[src/rtl/tff_count_ctrl.sv]
// tff_count_ctrl: up/down modulo counter controller driving a downstream T flip-flop bank
// via per-bit toggle enables, with one-shot halt, synchronous load and terminal-count pulse.
module tff_count_ctrl #(
   parameter int WIDTH = 4
) (
   input  logic             clk,
   input  logic             clr,
   input  logic             en,
   input  logic             up,
   input  logic             oneshot,
   input  logic             load,
   input  logic [WIDTH-1:0] din,
   input  logic [WIDTH-1:0] mod_val,
   output logic [WIDTH-1:0] q,
   output logic [WIDTH-1:0] t_out,
   output logic             tc,
   output logic [1:0]       state
);
   typedef enum logic [1:0] {IDLE = 2'b00, RUN = 2'b01, HALT = 2'b10} state_t;
   localparam logic [WIDTH-1:0] ONE = 1;
   state_t st, cur, nxt;
   logic advance, wrap;
   logic [WIDTH-1:0] step, q_next;
   always_comb begin
      cur     = (st == state_t'(2'b11)) ? IDLE : st;
      advance = (cur == RUN) && en && !load;
      // out-of-range q wraps immediately going up but counts down normally
      wrap    = advance && (up ? (q >= mod_val) : (q == '0));
      step    = up ? ((q >= mod_val) ? '0 : q + ONE) : ((q == '0) ? mod_val : q - ONE);
      q_next  = load ? din : (advance ? step : q);
      // gated by clr so the toggle bank sees nothing while reset is held
      t_out   = (clr && (load || advance)) ? (q ^ q_next) : '0;
      nxt     = cur;
      if (load)
         nxt = en ? RUN : IDLE;
      else if (cur == IDLE)
         nxt = en ? RUN : IDLE;
      else if (cur == RUN)
         nxt = !en ? IDLE : ((wrap && oneshot) ? HALT : RUN);
      else
         nxt = en ? HALT : IDLE;
   end
   always_ff @(posedge clk or negedge clr) begin
      if (!clr) begin
         st <= IDLE;
         q  <= '0;
         tc <= 1'b0;
      end else begin
         st <= nxt;
         q  <= q_next;
         tc <= wrap;
      end
   end
   assign state = cur;
endmodule

[config.mk]
export PLATFORM = sky130hd
export DESIGN_NAME = tff_count_ctrl
export DESIGN_NICKNAME = d
export VERILOG_FILES = /design/src/rtl/tff_count_ctrl.sv
export SDC_FILE = /design/constraint.sdc
export NUM_CORES = 1
export LEC_CHECK = 0
export CAP_MARGIN = 10
export CORE_MARGIN = 10
export CORE_UTILIZATION = 30
export CTS_BUF_LIST = sky130_fd_sc_hd__clkbuf_8
export CTS_CLUSTER_SIZE = 16
export DETAILED_ROUTE_END_ITERATION = 6
export SKIP_LAST_GASP = 1
export SLEW_MARGIN = 10
export SYNTH_ARGS = -nofsm -noshare
export SYNTH_HDL_FRONTEND = slang
export SYNTH_SLANG_ARGS = --single-unit
export TNS_END_PERCENT = 20
[constraint.sdc]
create_clock -name clk -period 2 [get_ports clk]
set_input_delay 0.2 -clock clk [delete_from_list [all_inputs] [get_ports clk]]
set_output_delay 0.2 -clock clk [all_outputs]
set_load 0.05 [all_outputs]
==> flow_metrics.py <==
metrics = {
    "status": {
        "status": "finished with violations",
        "failed_checks": "setup timing",
    },
    "sta": {
        "final-setup-viol-count": 5,
        "setup_tns_ps": -1290,
        "worstMarginPinSlew_ps": 660,
        "clock.fmax_ghz": 0.431,
        "skew_ps": 1.22,
        "fin_crit_ps": 2320,
        "final_hold_viol_count": 0,
        "rsz0062_at_grt": "yes",
        "finalWorstSetupSlack_ps": -321,
        "finalCritPeriodShare_pct": 116,
        "max_slew_margin_pct": 55.5,
        "drv_slew": 0,
    },
    "layout": {
        "finalInstanceArea_um2": 1440,
        "layout.cells.non_filler": 182,
        "regArea_um2": 178,
        "final_cell_mix": "buf_4, clkdlybuf4s50_1, inv_1",
        "area_delta_synth_final_pct": 74.4,
        "drive_above_1_share_pct": 34.2,
        "mostFrequentLayoutCell": "buf_4",
        "fill_cells": 231,
        "diodes": 0,
        "finalNetCount": 177,
        "multi_input_area_um2": 651,
    },
    "floorplanning": {
        "die_area_um2": 5260,
        "die_w_um": 72.5,
        "fp.coreArea_um2": 2540,
        "die_h_um": 72.5,
        "pin_count": 25,
        "fp-row-count": 18,
        "start_util_pct": 32.5,
    },
    "clocking": {
        "path_clk_slew_ps": 40,
        "cts_tree": "done",
        "numCtsBuffers": 3,
        "htreeDepth": 1,
        "cts_buffer_depth": 2,
        "insertion_delay_ps": 230,
        "clock-sinks": 7,
        "hold_buffers": 0,
        "root_buffer": "clkbuf_8",
    },
    "critical_path": {
        "ff2ff_path_depth": 8,
        "critPathKind": "register to output port",
        "critPathArrivalTime_ps": 2120,
        "crit_fanout": 3,
        "cp-start-kind": "register",
        "end_kind": "output port",
        "worst_ep_required_time_ps": 1800,
    },
    "detailed_routing": {
        "ant_nets": 0,
        "drc": 0,
        "drtIter0Drc": 43,
        "dr_total_vias": 934,
        "vias_per_cell": 5.13,
        "dr.pass1.iters": 4,
        "drt-total-wl_mm": 2.75,
        "wl_per_cell_um": 15.1,
    },
    "pwr": {
        "p_leak_uw": 0.000650,
        "irDropWorstVdd_mv": 0.480,
        "cellPowerDensity_nw_per_um2": 662,
        "p_total_uw": 955,
    },
    "placement": {
        "place_area_um2": 1360,
        "dp_hpwl_mm": 2.28,
        "place.gp.congestion": 0.795,
        "portBuffers": 24,
        "dpl.cell_count": 176,
    },
    "yosys": {
        "yosysWarningCount": 0,
        "synth-seq-cells": 7,
        "synth_cell_types": 39,
        "yosysTopAreaCell": "dfrtp_1",
        "synthesis.area_um2": 827,
        "synth_area_leaders": "dfrtp_1, ha_1, inv_1",
        "syn_area_per_cell_um2": 8.27,
        "synthCells": 100,
        "yosysSeqAreaShare_pct": 21.2,
        "synth_fp_nets": 124,
        "synth_top_area_share_pct": 21.2,
    },
    "grt": {
        "grt_pass1_wl_mm": 4.61,
        "grt_util_all_layers_pct": 10.8,
        "grt_max_degree": 11,
        "grt_pass1_vias": 1002,
        "antenna_found_initial": 0,
        "grt_overflow": 0,
    },
    "worst_hold_path": {
        "hp-class": "primary input to asynchronous set/reset pin",
    },
    "flow_run": {
        "drv_cap": 0,
    },
}
==> sequential cells by signal (all words and copies together) (netlist names) <==
| register | count |
|---|---|
| q | 4 |
| st | 2 |
| tc | 1 |
==> final timing paths <==
check	from	end	slack, ps
setup / recovery	q[1]	t_out[3]	-320
hold / removal	clr	q[3]	240
setup reg to reg	q[1]	q[1]	-70
hold reg to reg	st[1]	st[0]	670
max in group asynchronous	clr	q[1]	1380
min in group clk	din[0]	q[0]	620
==> cells by family after synthesis <==
family,count (synthesis),share of synthesized area (%)
AOI/OAI and AO/OA,28,25.1
xor gates and xnor gates,3,3.18
adders and majority gates,10,15.1
buffers and inverters,14,8.32
DFF,7,21.2
muxes,2,2.57
and+or+nand+nor,36,24.5
==> worst max-delay path, stage by stage, from the launching register on <==
cell and delay [ps]:
dfrtp_2 390, inv_2 70, ha_4 160, buf_4 130, nor3_1 180, a21oi_1 60
or3_1 310, a21boi_1 200, o311a_1 230, buf_12 150
==> cell usage after synthesis, drive strengths merged <==
library cell  instances
buf                   3
a31oi                 1
a211oi                2
o31ai                 1
a21boi                1
o21ai                 3
mux2i                 1
xnor2                 1
or3                   1
nor2b                 3
nand3                 5
clkbuf                2
o211ai                3
mux2                  1
o311a                 1
a22o                  1
and2                  3
nor4b                 1
nor3                  4
a221oi                1
a221o                 2
nand3b                2
dfrtp                 7
a21o                  3
o21bai                1
nor3b                 2
xor2                  2
nor2                  6
o211a                 1
nand2                 6
inv                   9
a21oi                 7
ha                   10
nand4                 1
nand2b                2
==> routing by layer <==
metal,wire (µm),up-vias,track usage [%]
met5,0,-,0
met1,1240,452,12.4
met3,116,4,3.27
met4,29,0,3.16
li1,-,464,-
met2,1370,14,18.9
==> where the power goes <==
part / total [µW] / switching [µW] / internal (µW)
logic: 574 / 307 / 268
registers: 174 / 14.1 / 160
clock network: 207 / 72.8 / 134
total: 955 / 393 / 562
==> area by class of cell <==
cell class                      count  area share, %
Sequential cell                     7           12.3
Clock inverter                      1          0.260
Clock buffer                        3           2.86
Timing Repair Buffer               53           34.3
Tap cell                           30           2.60
Multi-Input combinational cell     79           45.1
Inverter                            9           2.52
==> timing repair <==
action / CTS / global route
pin swaps: 12 / 8
gates resized for setup: 8 / 2
buffers inserted: 2 / 0
endpoints found under the setup margin: 5 / 7
cloned: 0 / 0
==> through the flow <==
stage / utilization [%] / setup WS (ps) / hold WS [ps]
detailed placement: 53.2 / -420 / 483
global placement: 53.2 / -397 / 473
floorplan: - / -436 / -95.6
finish: 56.7 / -321 / 236
CTS: 56.8 / -353 / 236
global route: 56.7 / -446 / 244
Note: power is estimated with default switching activity, not from simulation.
